--- src/rtl/fphub_pkg.sv ---
// Shared HUB floating-point definitions used by the iterative multiplier and
// the SRT divider: operand classes, FSM states, significand/exponent helpers.
package fphub_pkg;

  // Operand classification; HUB has no subnormals.
  typedef enum logic [1:0] {NORMAL, ZERO, INF} op_class_e;

  // Iterative-unit sequencing states.
  typedef enum logic [1:0] {IDLE, MUL, PACK} mul_state_e;

  // Helpers work on a generous fixed width; callers cast down to their own.
  localparam int FIELD_W = 64;

  // Saturation patterns; slice the low bits needed for a given format.
  localparam logic [FIELD_W-1:0] SAT_ONES = '1;
  localparam logic [FIELD_W-1:0] SAT_ZERO = '0;

  // Exponent bias for an e-bit exponent field.
  function automatic int exp_bias(input int e);
    return (1 << (e - 1)) - 1;
  endfunction

  // Class of an operand from its (zero-extended) e-bit exponent field.
  function automatic op_class_e hub_class(input logic [FIELD_W-1:0] exp_f,
                                          input int e);
    logic [FIELD_W-1:0] ones;
    ones = (FIELD_W'(1) << e) - FIELD_W'(1);
    if (exp_f == SAT_ZERO)  return ZERO;
    else if (exp_f == ones) return INF;
    else                    return NORMAL;
  endfunction

  // HUB significand {1, man, ILSB=1} from an m-bit mantissa field.
  function automatic logic [FIELD_W-1:0] hub_sig(input logic [FIELD_W-1:0] man,
                                                 input int m);
    return (FIELD_W'(1) << (m + 1)) | (man << 1) | FIELD_W'(1);
  endfunction

endpackage

--- src/rtl/fphub_seq_multiplier_if.sv ---
// Issue-slot bundle shared by the HUB iterative units: operands and start in,
// result with finish/computing status out.
interface fphub_seq_multiplier_if #(
  parameter int M = 23,
  parameter int E = 8
);
  localparam int T = M + E;

  logic         start;
  logic [T:0]   x;
  logic [T:0]   y;
  logic [T:0]   res;
  logic         finish;
  logic         computing;
  logic         special_case_detected;

  modport master (
    output start, x, y,
    input  res, finish, computing, special_case_detected
  );

  modport slave (
    input  start, x, y,
    output res, finish, computing, special_case_detected
  );
endinterface

--- src/rtl/fphub_mul_special.sv ---
// Combinational special-operand handling for the HUB multiplier: classifies
// both operands and forms the one-cycle result for zero/infinity inputs.
module fphub_mul_special
  import fphub_pkg::*;
#(
  parameter int M = 23,
  parameter int E = 8
) (
  input  logic         start_i,
  input  logic         computing_i,
  input  logic [M+E:0] x_i,
  input  logic [M+E:0] y_i,
  output logic         special_o,
  output logic         detect_o,
  output logic [M+E:0] res_o
);
  localparam int T = M + E;

  op_class_e cls_x;
  op_class_e cls_y;
  logic      sign;

  assign cls_x     = hub_class(FIELD_W'(x_i[T-1:M]), E);
  assign cls_y     = hub_class(FIELD_W'(y_i[T-1:M]), E);
  assign sign      = x_i[T] ^ y_i[T];
  assign special_o = (cls_x != NORMAL) || (cls_y != NORMAL);
  assign detect_o  = start_i && !computing_i && special_o;

  // Special result: zero*inf is unsigned all-ones, inf wins over finite, zero otherwise.
  always_comb begin
    // NOTE: default assignment first so every path drives res_o; no latch can be inferred.
    res_o = {sign, SAT_ZERO[T-1:0]};
    if ((cls_x == ZERO && cls_y == INF) || (cls_x == INF && cls_y == ZERO))
      res_o = {1'b0, SAT_ONES[T-1:0]};
    else if (cls_x == INF || cls_y == INF)
      res_o = {sign, SAT_ONES[T-1:0]};
  end

endmodule

--- src/rtl/fphub_seq_multiplier.sv ---
// Iterative HUB floating-point multiplier: radix-2 shift-add over the
// significands, then a single normalise/pack cycle. Truncation after
// normalisation is round-to-nearest in HUB format.
module fphub_seq_multiplier
  import fphub_pkg::*;
#(
  parameter int M = 23,
  parameter int E = 8
) (
  input logic                   clk,
  input logic                   rst_l,
  fphub_seq_multiplier_if.slave bus
);
  localparam int T        = M + E;
  localparam int SIG      = M + 2;
  localparam int EXP_BIAS = exp_bias(E);
  localparam int CNT_W    = $clog2(SIG);

  mul_state_e              state_q;
  logic                    sign_q;
  logic signed [E+1:0]     exp_q;
  logic [SIG-1:0]          mcand_q;
  logic [SIG-1:0]          mplier_q;
  logic [SIG:0]            acc_q;
  logic [CNT_W-1:0]        cnt_q;
  logic [T:0]              res_q;
  logic                    finish_q;
  logic                    computing_q;

  logic                    spec_hit;
  logic [T:0]              spec_res;

  logic signed [E+1:0]     exp_start_d;
  logic [SIG:0]            add_d;
  logic [SIG:0]            acc_d;
  logic [SIG-1:0]          mplier_d;
  logic [2*SIG-1:0]        prod_d;
  logic signed [E+1:0]     exp_adj_d;
  logic [M-1:0]            man_d;
  logic [T:0]              pack_res_d;

  fphub_mul_special #(.M(M), .E(E)) u_special (
    .start_i     (bus.start),
    .computing_i (computing_q),
    .x_i         (bus.x),
    .y_i         (bus.y),
    .special_o   (spec_hit),
    .detect_o    (bus.special_case_detected),
    .res_o       (spec_res)
  );

  assign bus.res       = res_q;
  assign bus.finish    = finish_q;
  assign bus.computing = computing_q;

  // Biased product exponent, signed and wide enough that it never wraps.
  assign exp_start_d = (E+2)'(bus.x[T-1:M]) + (E+2)'(bus.y[T-1:M]) - (E+2)'(EXP_BIAS);

  // One shift-add step: conditional add, then shift {acc, mplier} right by one.
  always_comb begin
    add_d    = acc_q + (mplier_q[0] ? {1'b0, mcand_q} : '0);
    acc_d    = {1'b0, add_d[SIG:1]};
    mplier_d = {add_d[0], mplier_q[SIG-1:1]};
  end

  // Normalise the exact product in [1,4), truncate, then clamp the exponent.
  always_comb begin
    prod_d    = {acc_q[SIG-1:0], mplier_q};
    exp_adj_d = exp_q + (E+2)'(prod_d[2*SIG-1]);
    if (prod_d[2*SIG-1]) man_d = prod_d[2*SIG-2 -: M];
    else                 man_d = prod_d[2*SIG-3 -: M];
    if (exp_adj_d[E+1] || exp_adj_d == '0)
      pack_res_d = {sign_q, SAT_ZERO[T-1:0]};
    else if (exp_adj_d[E] || exp_adj_d[E-1:0] == '1)
      pack_res_d = {sign_q, SAT_ONES[T-1:0]};
    else
      pack_res_d = {sign_q, exp_adj_d[E-1:0], man_d};
  end

  // Control FSM and datapath registers; outputs are registered here.
  always_ff @(posedge clk or negedge rst_l) begin
    if (!rst_l) begin
      // NOTE: the datapath registers are reset too, so no stale operand survives an abort.
      state_q     <= IDLE;
      sign_q      <= 1'b0;
      exp_q       <= '0;
      mcand_q     <= '0;
      mplier_q    <= '0;
      acc_q       <= '0;
      cnt_q       <= '0;
      res_q       <= '0;
      finish_q    <= 1'b0;
      computing_q <= 1'b0;
    end else begin
      // NOTE: non-blocking assignments keep every register updating from pre-edge values.
      finish_q <= 1'b0;
      case (state_q)
        IDLE: begin
          if (bus.start) begin
            if (spec_hit) begin
              res_q    <= spec_res;
              finish_q <= 1'b1;
            end else begin
              sign_q      <= bus.x[T] ^ bus.y[T];
              exp_q       <= exp_start_d;
              mcand_q     <= SIG'(hub_sig(FIELD_W'(bus.x[M-1:0]), M));
              mplier_q    <= SIG'(hub_sig(FIELD_W'(bus.y[M-1:0]), M));
              acc_q       <= '0;
              cnt_q       <= '0;
              computing_q <= 1'b1;
              state_q     <= MUL;
            end
          end
        end
        MUL: begin
          acc_q    <= acc_d;
          mplier_q <= mplier_d;
          cnt_q    <= cnt_q + CNT_W'(1);
          if (cnt_q == CNT_W'(SIG - 1)) state_q <= PACK;
        end
        PACK: begin
          res_q       <= pack_res_d;
          finish_q    <= 1'b1;
          computing_q <= 1'b0;
          state_q     <= IDLE;
        end
        default: state_q <= IDLE;
      endcase
    end
  end

endmodule

--- src/flat_wrapper.sv ---
// flat-port wrapper written by rule: the top's interface ports become plain ports
module fphub_seq_multiplier_flat import fphub_pkg::*;
#(
  parameter int M = 23,
  parameter int E = 8
)
  (clk, rst_l, bus_start, bus_x, bus_y, bus_res, bus_finish, bus_computing, bus_special_case_detected);
  fphub_seq_multiplier_if #(.M(M), .E(E)) bus_i ();
  input logic clk;
  input logic rst_l;
  input wire logic [$bits(bus_i.start)-1:0] bus_start;
  input wire logic [$bits(bus_i.x)-1:0] bus_x;
  input wire logic [$bits(bus_i.y)-1:0] bus_y;
  output wire logic [$bits(bus_i.res)-1:0] bus_res;
  output wire logic [$bits(bus_i.finish)-1:0] bus_finish;
  output wire logic [$bits(bus_i.computing)-1:0] bus_computing;
  output wire logic [$bits(bus_i.special_case_detected)-1:0] bus_special_case_detected;
  assign bus_i.start = bus_start;
  assign bus_i.x = bus_x;
  assign bus_i.y = bus_y;
  assign bus_res = bus_i.res;
  assign bus_finish = bus_i.finish;
  assign bus_computing = bus_i.computing;
  assign bus_special_case_detected = bus_i.special_case_detected;
  fphub_seq_multiplier #(.M(M), .E(E)) u_core (.clk(clk), .rst_l(rst_l), .bus(bus_i));
endmodule
--- config.mk ---
export PLATFORM = sky130hd
export DESIGN_NAME = fphub_seq_multiplier_flat
export DESIGN_NICKNAME = d
export VERILOG_FILES = /design/src/rtl/fphub_pkg.sv /design/src/rtl/fphub_seq_multiplier_if.sv /design/src/rtl/fphub_mul_special.sv /design/src/rtl/fphub_seq_multiplier.sv /design/src/flat_wrapper.sv
export SDC_FILE = /design/constraint.sdc
export NUM_CORES = 1
export LEC_CHECK = 0
export CAP_MARGIN = 30
export CORE_UTILIZATION = 50
export DETAILED_ROUTE_END_ITERATION = 10
export PLACE_DENSITY_LB_ADDON = 0.05
export SYNTH_ARGS = -nofsm -noshare
export SYNTH_HDL_FRONTEND = slang
export SYNTH_SLANG_ARGS = --single-unit
--- constraint.sdc ---
create_clock -name clk -period 2.7 [get_ports clk]
set_input_delay 0.54 -clock clk [delete_from_list [all_inputs] [get_ports clk]]
set_output_delay 0.54 -clock clk [all_outputs]
set_load 0.05 [all_outputs]
==> reports/results.txt, run 1 <==
Outcome - complete, no violations
First-pass DRT Iterations - 5
Port buffer count - 101
Worst Path Arrival - 2.95 ns
Worst-Skew Late Latency - 0.42 ns
Worst setup margin - 0.0494 ns
Vias post-DR - 6417
Die Y - 124 microns
Slew Limit Fails - 0
Seq/Total Area, Yosys - 0.424
Max Cap Viol - 0
Startpoint types - flip-flop
Setup violations, final - 0
Via count of the first global-routing pass - 6163
Warnings, synthesis - 0
Final Net Count - 1066
Initial DRC count - 308
Buffers & Inverters on Critical Path - 1
Routed len/inst - 16.3 microns
CP endpoint kind - flip-flop
# DRC - 0
Die width - 124 microns
Fill count - 1119
Layout Skew - 0.00610 ns
CTS buffer count - 17
Yosys cell types - 59
Worst r2r src - u_core.mplier_q[0]$_DFFE_PN0P_
Slew HR - 0.549
Row cnt - 44
FMAX - 377 MHz
Pwr Density - 1280 nW/um^2
First-pass GRT wire length - 29500 microns
Worst reg-to-reg setup slack - 0.05 ns
DIE AREA - 15400 sq um
Hold crit path type - flip-flop to flip-flop
WS Path Type - flip-flop to flip-flop
Avg Cell Area, Syn - 9.58 sq um
Diodes inserted - 0
HPWL after DPL - 13400 microns
Layout cells sized above 1 - 0.238
Hold path startpoint - u_core.mcand_q[0]$_DFFE_PN0P_
Area Growth Syn to Fin - 38.3%
Fin crit period - 2.65 ns
Max clock buf depth - 2
WHS Endpoint - u_core.mcand_q[0]$_DFFE_PN0P_
Peak VDD IR - 0.597 mV
Slowest cell on the critical path - or4_1
Cells after Synth - 776
Worst R2R End - u_core.acc_q[23]$_DFFE_PN0P_
Yosys reg bits - 126
GRT Overall Usage - 0.251
GP Congestion - 0.896
Cells on Worst Hold Path - 1
Largest net degree at the start of global routing - 75
Vias/cell - 5.55
Reg2reg path depth - 10
Post-synth net total - 883
Routed WL - 18800 microns
Power, Total - 13200 uW
CP max stage delay - 0.41 ns
Period utilization - 0.982
Setup WS pre-CTS - -0.393 ns
Top Ports - 102
Critical path required time - 3.00 ns
Clk sinks - 126
Remaining antenna violation count after routing - 0
Core ar. - 14500 sq um
H-tree depth - 4
Synth Cell Area - 7430 sq um
Initial Utilization - 0.511
Fraction of registers with async set/reset - 1.00
Cell Chain, Critical Path - buf_12 -> and2_1 -> ha_1 -> nor2b_2 -> o2111ai_2 -> a21oi_2 -> o21ai_2 -> a211oi_2 -> or4_1 -> a32o_1
CTS root buffer - clkbuf_16
Pleak - 0.00456 uW
TritonCTS clock tree - done
EDFF count, synth - 0
Endpoints failing hold - 0
Critical-path maximum fanout - 24
Predominant post-synthesis flop cell - dfrtp_1
GR Overflow Total - 0
Antenna violations before repair - 0
RSZ-0062 raised after global routing - yes
Clock-pin slew on the worst setup and hold paths - 0.06 ns
Critical Path Stages - 10
Top delay family on crit path - compound AO/OA/AOI/OAI gates
Least-Margin Pin Slew - 0.675 ns
state kept, by name, indices dropped and copies added, names as in the netlist:
| signal | count |
|---|---|
| u_core.cnt_q | 5 |
| u_core.bus.finish | 1 |
| u_core.exp_q | 10 |
| u_core.state_q | 2 |
| u_core.mplier_q | 25 |
| u_core.bus.res | 32 |
| u_core.sign_q | 1 |
| u_core.bus.computing | 1 |
| u_core.mcand_q | 24 |
| u_core.acc_q | 25 |
report_power, final:
part	total (uW)	internal [uW]	switching [uW]	leakage, uW
logic	7220	3420	3810	0.00284
registers	3590	2840	755	0.00143
clock network	2350	1480	875	0.000289
total	13200	7730	5440	0.00456
final cells by class:
| cell class | instances | area [sq um] | area share |
|---|---|---|---|
| Multi-Input combinational cell | 587 | 4270 | 0.415 |
| Sequential cell | 126 | 3150 | 0.307 |
| Timing Repair Buffer | 206 | 1940 | 0.189 |
| Clock buffer | 19 | 443 | 0.0431 |
| Tap cell | 184 | 230 | 0.0224 |
| Clock inverter | 13 | 166 | 0.0162 |
| Inverter | 21 | 78.8 | 0.00767 |
per-layer routing:
metal	vias to the layer above	wire length [microns]	global-route usage
li1	3151	-	-
met1	3074	7940	0.306
met2	160	9700	0.442
met3	32	727	0.0481
met4	0	431	0.0863
met5	-	0	0
synthesized netlist by cell type, drive strengths merged (3+ instances only):
| cell | number | area share |
|---|---|---|
| a211oi | 4 | 0.0040 |
| a21o | 12 | 0.012 |
| a21oi | 32 | 0.022 |
| a31oi | 8 | 0.0088 |
| and2 | 29 | 0.024 |
| and3 | 4 | 0.0034 |
| buf | 13 | 0.013 |
| clkbuf | 29 | 0.015 |
| dfrtp | 126 | 0.42 |
| ha | 38 | 0.064 |
| inv | 21 | 0.011 |
| mux2 | 45 | 0.068 |
| mux2i | 24 | 0.032 |
| nand2 | 86 | 0.043 |
| nand2b | 7 | 0.0059 |
| nand3 | 14 | 0.010 |
| nand3b | 3 | 0.0030 |
| nand4 | 11 | 0.0093 |
| nor2 | 59 | 0.030 |
| nor2b | 3 | 0.0025 |
| nor3 | 6 | 0.0047 |
| nor4 | 6 | 0.0051 |
| o21a | 3 | 0.0030 |
| o21ai | 75 | 0.051 |
| o22ai | 29 | 0.024 |
| o311ai | 3 | 0.0035 |
| o31ai | 7 | 0.0071 |
| or4 | 4 | 0.0045 |
| xnor2 | 25 | 0.029 |
| xor2 | 21 | 0.025 |
placed cells by master, fill, tap and decap left out, types with 4 or more instances in the layout:
cell	Yosys	layout
xor2_1	21	20
buf_12	0	8
mux2i_1	24	24
dfrtp_1	126	126
a31oi_1	7	6
nand3_1	13	11
a21oi_1	32	23
and3_1	4	4
nand2_1	86	85
ha_1	38	32
o22ai_1	29	29
xnor2_1	25	25
mux2_2	45	45
nand2b_1	7	7
clkdlybuf4s50_1	0	98
o21ai_0	74	71
a21oi_2	0	9
nor2_1	58	57
and2_1	28	28
clkinv_4	0	5
inv_1	21	21
buf_4	0	95
clkbuf_16	0	19
nand4_1	11	11
a21o_1	12	12
worst max path at each step:
stage	startpoint	end	slack (ns)
floorplan	u_core.mplier_q[0]$_DFFE_PN0P_	u_core.acc_q[23]$_DFFE_PN0P_	0.02
global placement	bus_y[23]	u_core.exp_q[7]$_DFFE_PN0P_	-0.28
detailed placement	bus_y[23]	u_core.exp_q[7]$_DFFE_PN0P_	-0.39
CTS	u_core.mplier_q[0]$_DFFE_PN0P_	u_core.acc_q[23]$_DFFE_PN0P_	-0.006
global route	u_core.mplier_q[0]$_DFFE_PN0P_	u_core.acc_q[20]$_DFFE_PN0P_	-0.06
finish	u_core.mplier_q[0]$_DFFE_PN0P_	u_core.acc_q[23]$_DFFE_PN0P_	0.05
repair_timing:
action                     in CTS  in global routing
hold buffers                    1                  0
hold endpoints to repair        5                  0
setup buffers                   0                  1
cloned                          0                  2
gates resized for setup        11                 41
setup endpoints to repair       4                 43
pin swaps                       2                 10
kinds of logic (layout without fill, tap and decap cells):
group | after synthesis | after routing | synth area share
mux | 69 | 69 | 0.101
compound gates | 191 | 191 | 0.157
buf+inv | 63 | 259 | 0.0382
xor+xnor | 46 | 46 | 0.0542
simple gates | 241 | 241 | 0.156
fa+ha+maj | 40 | 40 | 0.0694
flops | 126 | 126 | 0.424
metrics by stage:
step | instance area (sq um) | setup TNS, ns | hold slack (ns) | instances | util
after global routing | 10300 | -0.142 | 0.475 | 1156 | 0.707
after CTS | 10000 | -0.00586 | 0.465 | 1153 | 0.691
final | 10300 | 0 | 0.464 | 1156 | 0.707
after global placement | 9360 | -2.83 | 0.359 | 1120 | 0.644
after floorplan | 7430 | 0 | 0.244 | 776 | -
after detailed placement | 9360 | -4.53 | 0.361 | 1120 | 0.644
(Power assumes the default switching activity.)
==> run 2, diff against run 1 <==
Settings changed: CORE_UTILIZATION 50 to 60.
Clock period 2.7 ns to 3.3 ns, I/O delays scaled along.
==> reports/results.txt, run 2 (synthesis results as in run 1) <==
First-pass GRT wire length - 29300 microns
Largest net degree at the start of global routing - 58
Critical-path maximum fanout - 20
Sum of negative setup slack - 0 ns
Diodes inserted - 0
Worst reg-to-reg setup slack - 0.24 ns
Via count of the first global-routing pass - 6159
CP endpoint kind - flip-flop
Top Ports - 102
WS Path Type - flip-flop to flip-flop
Layout Skew - 0.00624 ns
Sw Ratio - 0.422
Worst R2R End - u_core.acc_q[23]$_DFFE_PN0P_
FMAX - 326 MHz
Slew Limit Fails - 0
CTS buffer count - 17
Outcome - complete, no violations
Slew HR - 0.352
Clk sinks - 126
Post-CTS setup buffers - 0
Die width - 113 microns
Core ar. - 12100 sq um
Sequential Power Share - 0.299
Peak VDD IR - 0.469 mV
GRT Overall Usage - 0.292
Register area - 3150 sq um
Final Net Count - 979
Int Power - 5690 uW
Area Growth Syn to Fin - 24.8%
Period utilization - 0.929
GR Overflow Total - 0
Startpoint types - flip-flop
HPWL after DPL - 12600 microns
Vias/cell - 5.92
Max clock buf depth - 2
H-tree depth - 4
Remaining antenna violation count after routing - 0
First-pass DRT Iterations - 5
Hold Buf Count CTS - 0
Initial Utilization - 0.616
TritonCTS clock tree - done
RSZ-0062 raised after global routing - no
Hold WS - 0.306 ns
Clock share of power - 0.191
Area of the multi-input gates - 4020 sq um
GP Congestion - 0.951
Initial DRC count - 440
Pwr Density - 1060 nW/um^2
Routed WL - 17800 microns
CTS root buffer - clkbuf_16
Worst-Skew Late Latency - 0.41 ns
Max FFs per register - 32
Fill count - 844
Port buffer count - 101
Layout cells sized above 1 - 0.121
Vias post-DR - 6235
Comb pwr share - 0.510
Post-CTS sizing - 0
Row cnt - 40
Reg2reg path depth - 11
Endpoints failing hold - 0
Worst Path Arrival - 3.37 ns
Critical path required time - 3.60 ns
Most common cell after layout, fill and taps aside - dfrtp_1
Finished Layout Cells - 1053
Post-Place Cells - 1021
Fin crit period - 3.06 ns
Routed len/inst - 16.9 microns
Max Cap Viol - 0
Pleak - 0.00410 uW
Least-Margin Pin Slew - 0.969 ns
P_sw - 4150 uW
Antenna violations before repair - 0
Setup violations, final - 0
DIE AREA - 12800 sq um
Most frequent cells in the layout - 126 x dfrtp_1, 99 x clkdlybuf4s50_1, 86 x nand2_1
Clock-pin slew on the worst setup and hold paths - 0.06 ns
# DRC - 0
Hold crit path type - primary input to asynchronous set/reset pin
Worst r2r src - u_core.mplier_q[0]$_DFFE_PN0P_
Die Y - 113 microns
[run 2: layout make-up]
type,count,share of cell area
timing repair buffer,119,0.131
clock buffer,20,0.0482
clock inverter,12,0.0155
sequential,126,0.340
multi-input combinational,587,0.434
inverter,21,0.00850
tap,168,0.0227
[run 2: worst max-delay path, stage by stage (launching register included)]
cell and delay, ns:
dfrtp_1 0.50, buf_12 0.21, and2_1 0.14, ha_1 0.35, a21oi_1 0.27, o21ai_0 0.14, a21o_1 0.21, a31oi_1 0.19
buf_4 0.17, a211oi_1 0.09, or4_1 0.42, a32o_1 0.26
[run 2: per-stage QoR]
step / instance area, sq um / setup WS, ns / utilization / total power, uW
floorplan: 7430 / 0.620 / - / 6460
global placement: 8680 / 0.133 / 0.719 / 7680
detailed placement: 8680 / -0.0156 / 0.719 / 7880
CTS: 9270 / 0.230 / 0.768 / 9840
global route: 9270 / 0.0123 / 0.769 / 10500
finish: 9270 / 0.235 / 0.769 / 9830
[run 2: worst max path at each step]
| stage | endpoint | start | cells after the start | slack (ns) |
|---|---|---|---|---|
| global route | u_core.acc_q[19]$_DFFE_PN0P_ | u_core.mplier_q[0]$_DFFE_PN0P_ | 11 | 0.01 |
| floorplan | u_core.acc_q[23]$_DFFE_PN0P_ | u_core.mplier_q[0]$_DFFE_PN0P_ | 11 | 0.62 |
| global placement | u_core.exp_q[7]$_DFFE_PN0P_ | bus_y[23] | 11 | 0.13 |
| finish | u_core.acc_q[23]$_DFFE_PN0P_ | u_core.mplier_q[0]$_DFFE_PN0P_ | 11 | 0.24 |
| detailed placement | u_core.exp_q[7]$_DFFE_PN0P_ | bus_x[23] | 11 | -0.02 |
| CTS | u_core.acc_q[19]$_DFFE_PN0P_ | u_core.mplier_q[0]$_DFFE_PN0P_ | 11 | 0.23 |
[run 2: power by group through the flow]
stage	clock, uW	combinational, uW	sequential (uW)
2_1_floorplan	0	3170	3290
3_3_place_gp	0	4760	2910
3_5_place_dp	0	4930	2940
4_1_cts	1900	5010	2940
5_1_grt	1970	5530	3020
6_report	1880	5010	2940
[run 2: metal layers]
layer,GRT usage,part of all wire
met2,0.525,0.52
met4,0.112,0.022
met1,0.335,0.41
met5,0,0
met3,0.0691,0.041
==> run 3, diff against run 2 <==
Settings changed: CORE_MARGIN set to 3.
==> reports/results.txt, run 3 (synthesis results as in run 1) <==
HPWL after DPL - 12800 microns
Period utilization - 0.931
Outcome - complete, no violations
Slew Limit Fails - 0
DIE AREA - 13800 sq um
Slowest cell on the critical path - dfrtp_1
Die Y - 117 microns
CTS root buffer - clkbuf_16
FMAX - 325 MHz
Setup crit start - u_core.mplier_q[0]$_DFFE_PN0P_
Slew HR - 0.362
First-pass GRT wire length - 28800 microns
Register area - 3150 sq um
Vias post-DR - 6180
Worst r2r src - u_core.mplier_q[0]$_DFFE_PN0P_
Max FFs per register - 32
Row cnt - 40
Pleak - 0.00408 uW
GR Overflow Total - 0
Initial DRC count - 393
Die width - 117 microns
Post-CTS setup buffers - 0
Worst reg-to-reg setup slack - 0.23 ns
CTS buffer count - 17
Top Ports - 102
Diodes inserted - 0
Critical-path maximum fanout - 6
Area Growth Syn to Fin - 24.3%
# DRC - 0
Remaining antenna violation count after routing - 0
Post-CTS sizing - 0
Max clock buf depth - 2
Hold Buf Count CTS - 0
Top delay family on crit path - compound AO/OA/AOI/OAI gates
GRT Overall Usage - 0.267
Worst-Skew Late Latency - 0.42 ns
Sum of negative setup slack - 0 ns
Worst Path Arrival - 3.32 ns
Post-Place Cells - 1022
Port buffer count - 101
Setup violations, final - 0
GP Congestion - 0.869
Endpoints failing hold - 0
Layout Skew - 0.00954 ns
H-tree depth - 4
CP max stage delay - 0.51 ns
Most frequent cells in the layout - 126 x dfrtp_1, 99 x clkdlybuf4s50_1, 86 x nand2_1
Reg2reg path depth - 11
Cell Chain, Critical Path - and2_1 -> ha_1 -> inv_1 -> fa_1 -> nor2b_1 -> o2111ai_1 -> a21oi_1 -> o21ai_1 -> a211oi_1 -> mux2i_1 -> o311ai_0
Core ar. - 12100 sq um
WS Path Type - flip-flop to flip-flop
TritonCTS clock tree - done
Post-DP Area - 8680 sq um
Power, Total - 9700 uW
Initial Utilization - 0.616
Vias/cell - 5.86
Hold crit path type - primary input to asynchronous set/reset pin
Pwr Density - 1050 nW/um^2
Fill count - 869
Clk sinks - 126
Finished Layout Cells - 1054
First-pass DRT Iterations - 5
Max Cap Viol - 0
Design area - 9240 sq um
Startpoint types - flip-flop
Peak VDD IR - 0.567 mV
Fin crit period - 3.07 ns
Routed WL - 18000 microns
Clock-pin slew on the worst setup and hold paths - 0.05 ns
Critical path required time - 3.55 ns
Layout cells sized above 1 - 0.123
Area of the multi-input gates - 4020 sq um
Routed len/inst - 17.0 microns
Most common cell after layout, fill and taps aside - dfrtp_1
Via count of the first global-routing pass - 6106
Final Net Count - 980
RSZ-0062 raised after global routing - no
Worst R2R End - u_core.acc_q[19]$_DFFE_PN0P_
Largest net degree at the start of global routing - 59
CP endpoint kind - flip-flop
Least-Margin Pin Slew - 0.955 ns
Antenna violations before repair - 0
Buffers & Inverters on Critical Path - 1
run 3: cell types whose count changed in the layout (fill, tap and decap cells not counted):
| cell | previous run | this run |
|---|---|---|
| clkbuf_8 | 1 | 3 |
| buf_4 | 14 | 15 |
| clkinv_4 | 1 | 3 |
| clkbuf_1 | 2 | 0 |
| clkinvlp_4 | 2 | 3 |
| a211oi_2 | 1 | 0 |
| clkinv_2 | 6 | 4 |
| a211oi_1 | 3 | 4 |
| bufinv_16 | 3 | 0 |
| inv_6 | 0 | 2 |
run 3: area by class of cell:
type	count	share of cell area
Clock buffer	20	0.0505
Clock inverter	12	0.00935
Timing Repair Buffer	120	0.132
Sequential cell	126	0.341
Multi-Input combinational cell	587	0.435
Inverter	21	0.00853
Tap cell	168	0.0228
run 3: how the worst max path moves through the flow:
stage | endpoint | cells after the start
4_1_cts | u_core.acc_q[19]$_DFFE_PN0P_ | 11
3_5_place_dp | u_core.exp_q[7]$_DFFE_PN0P_ | 11
5_1_grt | u_core.acc_q[19]$_DFFE_PN0P_ | 11
2_1_floorplan | u_core.acc_q[23]$_DFFE_PN0P_ | 11
6_report | u_core.acc_q[19]$_DFFE_PN0P_ | 11
3_3_place_gp | u_core.exp_q[7]$_DFFE_PN0P_ | 11
run 3: report_power, final:
part	internal, uW	switching (uW)
registers	2320	629
clock network	1020	701
logic	2170	2860
run 3: through the flow:
| step | setup WS [ns] | hold WS [ns] | util |
|---|---|---|---|
| finish | 0.227 | 0.312 | 0.766 |
| global route | 0.0203 | 0.358 | 0.766 |
| CTS | 0.265 | 0.330 | 0.766 |
| detailed placement | 0.0263 | 0.463 | 0.720 |
| global placement | 0.137 | 0.444 | 0.720 |
| floorplan | 0.620 | 0.364 | - |
run 3: routing by layer:
metal,up-vias,routed length (microns),track usage
li1,2975,-,-
met1,3014,7450,0.326
met2,165,9340,0.470
met3,26,881,0.0555
met4,0,288,0.0925
met5,-,0,0
